--- config.mk ---
export PLATFORM = sky130hd
export DESIGN_NAME = mem_port_responder
export DESIGN_NICKNAME = d
export VERILOG_FILES = /design/src/rtl/mem_pkg.sv /design/src/rtl/lane_align.sv /design/src/rtl/mem_port_responder.sv
export SDC_FILE = /design/constraint.sdc
export NUM_CORES = 1
export LEC_CHECK = 0
export CAP_MARGIN = 10
export CORE_ASPECT_RATIO = 1.1
export CORE_MARGIN = 3
export CORE_UTILIZATION = 54
export CTS_CLUSTER_SIZE = 20
export DETAILED_ROUTE_END_ITERATION = 8
export GPL_TIMING_DRIVEN = 0
export PLACE_DENSITY = 0.82
export SYNTH_ARGS = -nofsm -noshare
export SYNTH_HDL_FRONTEND = slang
export SYNTH_SLANG_ARGS = --single-unit
--- constraint.sdc ---
create_clock -name clk -period 6.15 [get_ports clk]
set_clock_uncertainty 0.1 [all_clocks]
set_input_delay 0.9225 -clock clk [delete_from_list [all_inputs] [get_ports clk]]
set_output_delay 0.9225 -clock clk [all_outputs]
set_load 0.05 [all_outputs]
--- src/rtl/mem_pkg.sv ---
// Shared encodings, FSM state type and size helper for the data-memory responder.
package mem_pkg;

  localparam logic [1:0] SIZE_WORD = 2'd0;
  localparam logic [1:0] SIZE_HALF = 2'd1;
  localparam logic [1:0] SIZE_BYTE = 2'd2;
  localparam logic [1:0] SIZE_ILL  = 2'd3;

  typedef enum logic [1:0] {
    ST_IDLE   = 2'd0,
    ST_FIRST  = 2'd1,
    ST_SECOND = 2'd2,
    ST_LAST   = 2'd3
  } mem_state_t;

  // Number of bytes touched by an access; 0 for the illegal encoding so that
  // masks come out empty and the access never looks split.
  function automatic logic [2:0] size_bytes(input logic [1:0] size);
    case (size)
      SIZE_WORD: return 3'd4;
      SIZE_HALF: return 3'd2;
      SIZE_BYTE: return 3'd1;
      default:   return 3'd0;
    endcase
  endfunction

endpackage

--- src/rtl/lane_align.sv ---
// Byte-lane geometry: store mask/data placement across two words, split
// detection, and load extraction from a {hi,lo} word pair.
module lane_align
  import mem_pkg::*;
(
  input  logic [1:0]  i_off,
  input  logic [1:0]  i_size,
  input  logic [31:0] i_wdata,
  input  logic [31:0] i_hi,
  input  logic [31:0] i_lo,
  output logic [7:0]  o_mask,
  output logic [63:0] o_wdata64,
  output logic        o_split,
  output logic [31:0] o_rdata
);

  logic [2:0]  w_n;
  logic [3:0]  w_end;
  logic [7:0]  w_base_mask;
  logic [31:0] w_dmask;

  assign w_n   = size_bytes(i_size);
  assign w_end = {2'b00, i_off} + {1'b0, w_n};

  // Unshifted byte-enable and data masks for the access width.
  always_comb begin
    w_base_mask = 8'h00;
    w_dmask     = 32'h0000_0000;
    case (w_n)
      3'd4: begin w_base_mask = 8'h0F; w_dmask = 32'hFFFF_FFFF; end
      3'd2: begin w_base_mask = 8'h03; w_dmask = 32'h0000_FFFF; end
      3'd1: begin w_base_mask = 8'h01; w_dmask = 32'h0000_00FF; end
      default: begin w_base_mask = 8'h00; w_dmask = 32'h0000_0000; end
    endcase
  end

  assign o_split   = (w_end > 4'd4);
  assign o_mask    = w_base_mask << i_off;
  // Unused upper store bytes are cleared so the SRAM bus carries only payload.
  assign o_wdata64 = {32'h0000_0000, i_wdata & w_dmask} << {i_off, 3'b000};
  assign o_rdata   = 32'({i_hi, i_lo} >> {i_off, 3'b000}) & w_dmask;

endmodule

--- src/rtl/mem_port_responder.sv ---
// Single-outstanding load/store responder over a word-wide byte-enabled SRAM.
// Unaligned accesses crossing a word boundary take two SRAM cycles.
module mem_port_responder
  import mem_pkg::*;
#(
  parameter int RAM_AW = 30
) (
  input  logic              clk,
  input  logic              rst_n,
  input  logic              req_valid,
  output logic              req_ready,
  input  logic              req_we,
  input  logic [1:0]        req_size,
  input  logic [31:0]       req_addr,
  input  logic [31:0]       req_wdata,
  output logic              rsp_valid,
  output logic [31:0]       rsp_rdata,
  output logic              rsp_err,
  output logic              ram_en,
  output logic              ram_we,
  output logic [3:0]        ram_be,
  output logic [RAM_AW-1:0] ram_addr,
  output logic [31:0]       ram_wdata,
  input  logic [31:0]       ram_rdata
);

  mem_state_t        r_state;
  logic              r_we;
  logic [1:0]        r_size;
  logic [1:0]        r_off;
  logic [RAM_AW-1:0] r_word;
  logic [31:0]       r_wdata;
  logic [31:0]       r_lo;
  logic              r_rsp_valid;
  logic              r_rsp_err;
  logic [31:0]       r_rsp_rdata;
  logic              r_ram_en;
  logic              r_ram_we;
  logic [3:0]        r_ram_be;
  logic [RAM_AW-1:0] r_ram_addr;
  logic [31:0]       r_ram_wdata;

  logic              w_idle;
  logic              w_legal;
  logic [1:0]        w_off;
  logic [1:0]        w_size;
  logic [31:0]       w_wdata;
  logic [RAM_AW-1:0] w_word_a;
  logic [RAM_AW-1:0] w_word_b;
  logic [7:0]        w_mask;
  logic [63:0]       w_wdata64;
  logic              w_split;
  logic [31:0]       w_lo;
  logic [31:0]       w_load_data;

  // Address bits above the SRAM word index are deliberately ignored.
  generate
    if (RAM_AW < 30) begin : g_unused_addr
      logic w_unused_addr;
      assign w_unused_addr = ^req_addr[31:RAM_AW+2];
    end
  endgenerate

  assign w_idle  = (r_state == ST_IDLE);
  // In IDLE the geometry is computed from the incoming request so the first
  // SRAM access can be registered on the transfer edge; afterwards it comes
  // from the latched copy.
  assign w_off    = w_idle ? req_addr[1:0]          : r_off;
  assign w_size   = w_idle ? req_size               : r_size;
  assign w_wdata  = w_idle ? req_wdata              : r_wdata;
  assign w_word_a = w_idle ? req_addr[RAM_AW+1:2]   : r_word;
  assign w_word_b = r_word + {{(RAM_AW-1){1'b0}}, 1'b1};
  assign w_legal  = (w_size != SIZE_ILL);
  // Unsplit loads take the single word as lo; split loads pair captured lo
  // with the word arriving now as hi.
  assign w_lo     = w_split ? r_lo : ram_rdata;

  lane_align u_lane_align (
    .i_off     (w_off),
    .i_size    (w_size),
    .i_wdata   (w_wdata),
    .i_hi      (ram_rdata),
    .i_lo      (w_lo),
    .o_mask    (w_mask),
    .o_wdata64 (w_wdata64),
    .o_split   (w_split),
    .o_rdata   (w_load_data)
  );

  // Request FSM with registered SRAM command and response outputs.
  always_ff @(posedge clk or negedge rst_n) begin
    if (!rst_n) begin
      r_state     <= ST_IDLE;
      r_we        <= 1'b0;
      r_size      <= 2'd0;
      r_off       <= 2'd0;
      r_word      <= '0;
      r_wdata     <= 32'h0;
      r_lo        <= 32'h0;
      r_rsp_valid <= 1'b0;
      r_rsp_err   <= 1'b0;
      r_rsp_rdata <= 32'h0;
      r_ram_en    <= 1'b0;
      r_ram_we    <= 1'b0;
      r_ram_be    <= 4'h0;
      r_ram_addr  <= '0;
      r_ram_wdata <= 32'h0;
    end else begin
      r_rsp_valid <= 1'b0;
      case (r_state)
        ST_IDLE: begin
          if (req_valid) begin
            r_we        <= req_we;
            r_size      <= req_size;
            r_off       <= req_addr[1:0];
            r_word      <= req_addr[RAM_AW+1:2];
            r_wdata     <= req_wdata;
            r_ram_en    <= w_legal;
            r_ram_we    <= w_legal & req_we;
            r_ram_be    <= w_mask[3:0];
            r_ram_addr  <= w_word_a;
            r_ram_wdata <= w_wdata64[31:0];
            r_state     <= ST_FIRST;
          end
        end
        ST_FIRST: begin
          if (!w_legal) begin
            r_ram_en    <= 1'b0;
            r_ram_we    <= 1'b0;
            r_rsp_valid <= 1'b1;
            r_rsp_err   <= 1'b1;
            r_rsp_rdata <= 32'h0;
            r_state     <= ST_IDLE;
          end else if (w_split) begin
            r_ram_en    <= 1'b1;
            r_ram_we    <= r_we;
            r_ram_be    <= w_mask[7:4];
            r_ram_addr  <= w_word_b;
            r_ram_wdata <= w_wdata64[63:32];
            r_state     <= ST_SECOND;
          end else if (r_we) begin
            r_ram_en    <= 1'b0;
            r_ram_we    <= 1'b0;
            r_rsp_valid <= 1'b1;
            r_rsp_err   <= 1'b0;
            r_rsp_rdata <= 32'h0;
            r_state     <= ST_IDLE;
          end else begin
            r_ram_en    <= 1'b0;
            r_ram_we    <= 1'b0;
            r_state     <= ST_LAST;
          end
        end
        ST_SECOND: begin
          r_ram_en <= 1'b0;
          r_ram_we <= 1'b0;
          if (r_we) begin
            r_rsp_valid <= 1'b1;
            r_rsp_err   <= 1'b0;
            r_rsp_rdata <= 32'h0;
            r_state     <= ST_IDLE;
          end else begin
            r_lo    <= ram_rdata;
            r_state <= ST_LAST;
          end
        end
        ST_LAST: begin
          r_rsp_valid <= 1'b1;
          r_rsp_err   <= 1'b0;
          r_rsp_rdata <= w_load_data;
          r_state     <= ST_IDLE;
        end
        default: r_state <= ST_IDLE;
      endcase
    end
  end

  assign req_ready = w_idle;
  assign rsp_valid = r_rsp_valid;
  assign rsp_err   = r_rsp_err;
  assign rsp_rdata = r_rsp_rdata;
  assign ram_en    = r_ram_en;
  assign ram_we    = r_ram_we;
  assign ram_be    = r_ram_be;
  assign ram_addr  = r_ram_addr;
  assign ram_wdata = r_ram_wdata;

endmodule

* Yosys cells after proc, flatten, opt, wreduce, memory -nomap -nowiden
Cells that the tools add are included.
** Word-level totals
- Register bits after elaboration :: 203
- Bits in latches :: 0
- RAM bits :: 0
- Memory bits (read-only) :: 0
- Input bits :: 102
- Output and inout bits :: 103
- Logic and storage cells :: 92
- Memories kept :: 0
** Cells by class
- $add $sub $neg :: 2
- Multipliers :: 0
- Div/mod/pow operators :: 0
- Order comparisons :: 1
- Equality and inequality tests :: 13
- Shifts and indexed selects :: 3
- Muxes and demuxes :: 44
- Bitwise operators :: 4
- Reduce and logical (&&, ||, !) cells :: 10
** Operators by type and width (count)
- $mux 32 :: 8
- $pmux 32 s3 :: 2
- $mux 30 :: 3
- $and 32x32->32 :: 2
- $pmux 32 s2 :: 1
- $shl 32x5->64 :: 1
- $shr 64x5->32 :: 1
- $pmux 30 s2 :: 1
- $add 30x1->30 const B :: 1
- $mux 1 :: 12
- $mux 2 :: 6
- $mux 4 :: 3
- $pmux 1 s3 :: 4
- $pmux 4 s3 :: 1
- $pmux 3 s3 :: 1
- $ne 2x2->1 const B :: 4
- $pmux 2 s4 :: 1
- $pmux 4 s2 :: 1
- $reduce_and 2->1 :: 4
- $shl 4x2->8 :: 1
- $eq 2x2->1 const B :: 3
- $reduce_bool 3->1 :: 2
- $add 2x3->4 :: 1
- $eq 2x1->1 const B :: 2
- 10 further kinds :: 11

* Depth between registers and ports, before layout
- Depth after elaboration :: 11
- Gate-level depth with buffers :: 18
- Depth with buffers taken out :: 12

* Cells and area by module
Synthesis repeated with hierarchy kept, for this count alone.
** Unflattened totals
- Cell total of the unflattened synthesis :: 1101
- Area total of the unflattened synthesis :: 11504.8 sq um
** By module, submodules not included
- mem_port_responder :: times used 1, cells an instance 853, area an instance 9649.3 sq um, seq. area each 5079.9 sq um
- lane_align :: times used 1, cells an instance 248, area an instance 1855.5 sq um, seq. area each 0.0 sq um

* Worst setup path before layout
Ideal clock, no wire load.
- Path kind :: register to register
- Start point :: register r_state[0]
- End point :: register r_rsp_rdata[11] (netlist: rsp_rdata[11])
- Library setup time :: 0.145 ns
- Arrival :: 4.605 ns
- Required time :: 5.905 ns
- Path slack :: 1.300 ns
- Cell stages (with the launch flop) :: 18
- Clock period less this slack :: 4.850 ns
- Cell sequence :: dfrtp_1 > inv_1 > ha_1 > buf_2 > mux2i_1 > inv_2 > buf_2 > buf_2 > ha_1 > fa_1 > o21ai_0 > or3_1 > buf_4 > nand2_2 > buf_6 > mux2_1 > a221oi_1 > o221ai_1
** On the way
- Longest elaborated chain between the ends :: 10
** Ends and longest elaborated chain
- from (decl) :: RTL line mem_port_responder.sv:27 : mem_state_t r_state;
- from (signal assigned) :: RTL line mem_port_responder.sv:93 : r_state <= ST_IDLE;
- from (signal assigned) :: RTL line mem_port_responder.sv:123 : r_state <= ST_FIRST;
- from (signal assigned) :: RTL line mem_port_responder.sv:133 : r_state <= ST_IDLE;
- $logic_not 2->1 (*) :: RTL line mem_port_responder.sv:64 : assign w_idle = (r_state == ST_IDLE);
- via req_ready :: RTL line mem_port_responder.sv:11 : output logic req_ready,
- $mux 2 :: RTL line mem_port_responder.sv:69 : assign w_size = w_idle ? req_size : r_size;
- $eq 2x2->1 (tied with other cells) :: RTL line mem_pkg.sv:19 : case (size)
- $pmux 3 s3 :: RTL line mem_pkg.sv:19
- $add 2x3->4 :: RTL line lane_align.sv:23 : assign w_end = {2'b00, i_off} + {1'b0, w_n};
- $gt 4x3->1 :: RTL line lane_align.sv:37 : assign o_split = (w_end > 4'd4);
- $mux 32 :: RTL line mem_port_responder.sv:76 : assign w_lo = w_split ? r_lo : ram_rdata;
- $shr 64x5->32 :: RTL line lane_align.sv:41 : assign o_rdata = 32'({i_hi, i_lo} >> {i_off, 3'b000}) & w_dmask;
- $and 32x32->32 :: RTL line lane_align.sv:41
- $pmux 32 s3 :: RTL line mem_port_responder.sv:110 : case (r_state)
- to (signal assigned) :: RTL line mem_port_responder.sv:170 : r_rsp_rdata <= w_load_data;
- to (decl) :: RTL line mem_port_responder.sv:36 : logic [31:0] r_rsp_rdata;
Mark *: on every way through the listed nets, which the timed path passes. The rest lies on a longest branch.
A chain may end at the register's enable or synchronous reset.

* Worst setup path in the final report
- Start point :: register r_state[1]
- End point :: register r_ram_be[3] (netlist: ram_be[3])
** On the way
- Longest elaborated chain between the ends :: 10
** Ends and longest elaborated chain
- parallel branches: the longest is 10 deep, another holds $add 2x3->4
- to (signal assigned) :: RTL line mem_port_responder.sv:120 : r_ram_be <= w_mask[3:0];
- to (signal assigned) :: RTL line mem_port_responder.sv:137 : r_ram_be <= w_mask[7:4];
- to (decl) :: RTL line mem_port_responder.sv:39 : logic [3:0] r_ram_be;
Several ways; the timed one is not identified. The select of a mux whose other input is x is not followed.

==> impl_metrics.json <==
{
  "clock_power_share_pct": 13.9,
  "cts_htree_levels": 1,
  "yosys_warnings": 0,
  "start_util_pct": 55.36,
  "syn_area_um2": 11510,
  "grt_max_degree": 104,
  "setup_slack_ps": 272.9,
  "r2r_cells": 17,
  "clk_latency_ps": 520,
  "cp.depth": 17,
  "worst_pin_slew_ps": 1160,
  "fin_crit_ps": 5877,
  "most-common-layout-cells": "203 x dfrtp_1, 202 x clkdlybuf4s50_1, 162 x nand2_1",
  "clkTransAtPathRegs_ps": 70,
  "power_w": 0.009537,
  "rsz0062_at_grt": "false",
  "pwr-share-comb_pct": 61.2,
  "cts_tree": "yes",
  "p_int_w": 0.004787,
  "num_io_pins": 205,
  "netlist_instances": 1171,
  "cp_num_buf_inv": 8,
  "max-vdd-ir-drop_v": 0.0004278,
  "root_buffer": "clkbuf_16",
  "crit_arrival_ps": 6210,
  "grt_usage_pct": 31.59,
  "timing.rr.end": "ram_be[3]",
  "slew_headroom_pct": 22.06,
  "swShare_pct": 49.81,
  "wl_per_cell_um": 22.18,
  "cts_setup_buffers": 0,
  "seqPwrFrac_pct": 24.9,
  "synthArstFlopShare_pct": 100.0,
  "cts.path.max_buffers": 3,
  "syn_avg_cell_area_um2": 9.826,
  "ys_types": 74,
  "port_buffers": 203,
  "via_per_inst": 6.325,
  "overflow": 0,
  "final_util_pct": 70.45,
  "status": "complete, no violations",
  "clock-sinks": 203,
  "drive_gt1_share_pct": 15.01,
  "crit_slowest_cell": "fa_1",
  "finalHoldViolations": 0,
  "crit_fanout": 11,
  "rows": 55,
  "setup_tns_ps": 0,
  "final_common_cell": "dfrtp_1",
  "cp.required_ps": 6480,
  "synth-main-ff-cell": "dfrtp_1",
  "power.net_switching_w": 0.004750,
  "first_global_vias": 10810,
  "cp_slowest_stage_delay_ps": 630,
  "synth-edff-count": 0,
  "final.period_utilization_pct": 95.56,
  "drt_first_pass_iters": 7,
  "detailedPlace.worstSlack_ps": -26.02,
  "path_class": "reg -> reg",
  "routabilityCongestion": 0.9464,
  "grt_antenna_before_repair": 0,
  "powerDensity_nw_per_um2": 651.3,
  "leakage_nw": 5.969,
  "maxSlewViolCount": 0,
  "syn_to_final_growth_pct": 27.25,
  "setup.worst_path.start_class": "register",
  "core_area_um2": 20780,
  "antennaDiodeCount": 0,
  "nNetsFinal": 1510,
  "die_h_um": 159.1,
  "maxCapViolCount": 0,
  "path_cells": "inv_1, ha_1, buf_2, mux2i_4, inv_2, clkbuf_1, clkbuf_1, fa_1, o21ai_0, or3_1, buf_4, a21oi_2, o21ai_2, buf_2, buf_1, nand2_1, o31ai_1",
  "dieArea_um2": 23100,
  "reg2reg_slack_ps": 270,
  "drt_iter0_markers": 1396,
  "numCtsBuffers": 22,
  "vias": 10730,
  "path_delay_family": "buffers and inverters",
  "dpl.hpwl_mm": 27.67,
  "ys_seq_area_share_pct": 44.15,
  "die_width_um": 145.2,
  "rr_startpoint": "r_state[1]",
  "worst_hold_path_type": "in -> async",
  "fmax_mhz": 170.2,
  "grt_first_pass_wirelength_mm": 59.18,
  "setup_violations": 0,
  "antenna_left": 0,
  "synth-seq-cells": 203,
  "route.detailed.drc": 0,
  "synth_nets": 1282,
  "wirelength_mm": 37.63,
  "cp-end-kind": "register"
}
## layer usage
metal / track usage, % / part of all wire (%) / vias to the layer above
met1: 41.11 / 39 / 5249
met5: 0 / 0 / -
met4: 13.64 / 4.5 / 0
met3: 5.921 / 8.7 / 109
li1: - / - / 4757
met2: 52.11 / 47 / 618
## synthesized netlist by cell type, types with 10 or more instances
| cell type | instances | share of area (%) |
|---|---|---|
| buf_2 | 24 | 1.0 |
| o21ai_0 | 46 | 2.0 |
| dfrtp_1 | 203 | 44 |
| nor2_1 | 68 | 2.2 |
| nand2_1 | 162 | 5.3 |
| xnor2_1 | 10 | 0.76 |
| a221oi_1 | 26 | 2.0 |
| nand3_1 | 35 | 1.5 |
| inv_1 | 20 | 0.65 |
| mux2i_1 | 35 | 3.0 |
| nor4_1 | 11 | 0.60 |
| a31oi_1 | 13 | 0.71 |
| xor2_1 | 17 | 1.3 |
| a21oi_1 | 69 | 3.0 |
| nor3_1 | 14 | 0.61 |
| mux2_2 | 117 | 11 |
| a32oi_1 | 11 | 0.84 |
| and3_1 | 10 | 0.54 |
| buf_1 | 12 | 0.39 |
| o221ai_1 | 11 | 0.84 |
| a211oi_1 | 13 | 0.85 |
| clkbuf_1 | 46 | 1.5 |
| o21ai_1 | 54 | 2.3 |
## cells by family (layout without fill, tap and decap cells)
logic type | count (synthesis) | count (layout) | synth area share [%]
compound gates | 312 | 312 | 18.34
xor+xnor | 27 | 27 | 2.055
fa+ha+maj | 9 | 9 | 1.044
buf+inv | 111 | 352 | 4.143
flops | 203 | 203 | 44.15
mux | 167 | 167 | 16.77
simple gates | 342 | 342 | 13.50
## stage by stage
step                instances  hold WS (ps)  instance area, um2
global route             1697         401.8               14640
global placement         1659         359.5               13890
floorplan                1171         373.9               11510
CTS                      1697         379.0               14630
finish                   1697         371.4               14640
detailed placement       1660         365.4               13930
## layout make-up
| class | count | area, um2 |
|---|---|---|
| Multi-Input combinational cell | 857 | 5958 |
| Tap cell | 285 | 356.6 |
| Inverter | 23 | 86.33 |
| Buffer | 88 | 390.4 |
| Fill cell | 1584 | 6141 |
| Clock buffer | 28 | 593.1 |
| Clock inverter | 9 | 112.6 |
| Sequential cell | 203 | 5080 |
| Timing Repair Buffer | 204 | 2064 |
## registers in the layout (all words and copies together) (netlist names)
signal and cells:
r_size 2, r_off 2, ram_we 1, r_state 2, ram_wdata 32, rsp_rdata 32, rsp_valid 1, r_word 30
ram_en 1, ram_be 4, r_lo 32, rsp_err 1, r_wdata 32, r_we 1, ram_addr 30
## power groups by stage
| stage | clock, W | sequential [W] | combinational (W) |
|---|---|---|---|
| 6_report | 0.00132 | 0.00238 | 0.00583 |
| 5_1_grt | 0.00138 | 0.00244 | 0.00622 |
| 4_1_cts | 0.00133 | 0.00236 | 0.00575 |
| 3_5_place_dp | 0 | 0.00237 | 0.00572 |
| 3_3_place_gp | 0 | 0.00235 | 0.00563 |
| 2_1_floorplan | 0 | 0.00313 | 0.00313 |
## timing repair
item,CTS,global route
hold buffers,0,0
resized for setup,0,1
setup endpoints to repair,0,48
## how the worst max path moves through the flow
| stage | startpoint | end | slack (ps) |
|---|---|---|---|
| 2_1_floorplan | r_state[0] | rsp_rdata[11] | 1300 |
| 3_3_place_gp | rst_n | ram_addr[7] | -4480 |
| 4_1_cts | r_state[1] | ram_be[3] | 180 |
| 5_1_grt | r_state[1] | ram_wdata[31] | 20 |
| 3_5_place_dp | req_addr[1] | ram_be[3] | -30 |
| 6_report | r_state[1] | ram_be[3] | 270 |
Power figures use the tool's default switching activity.
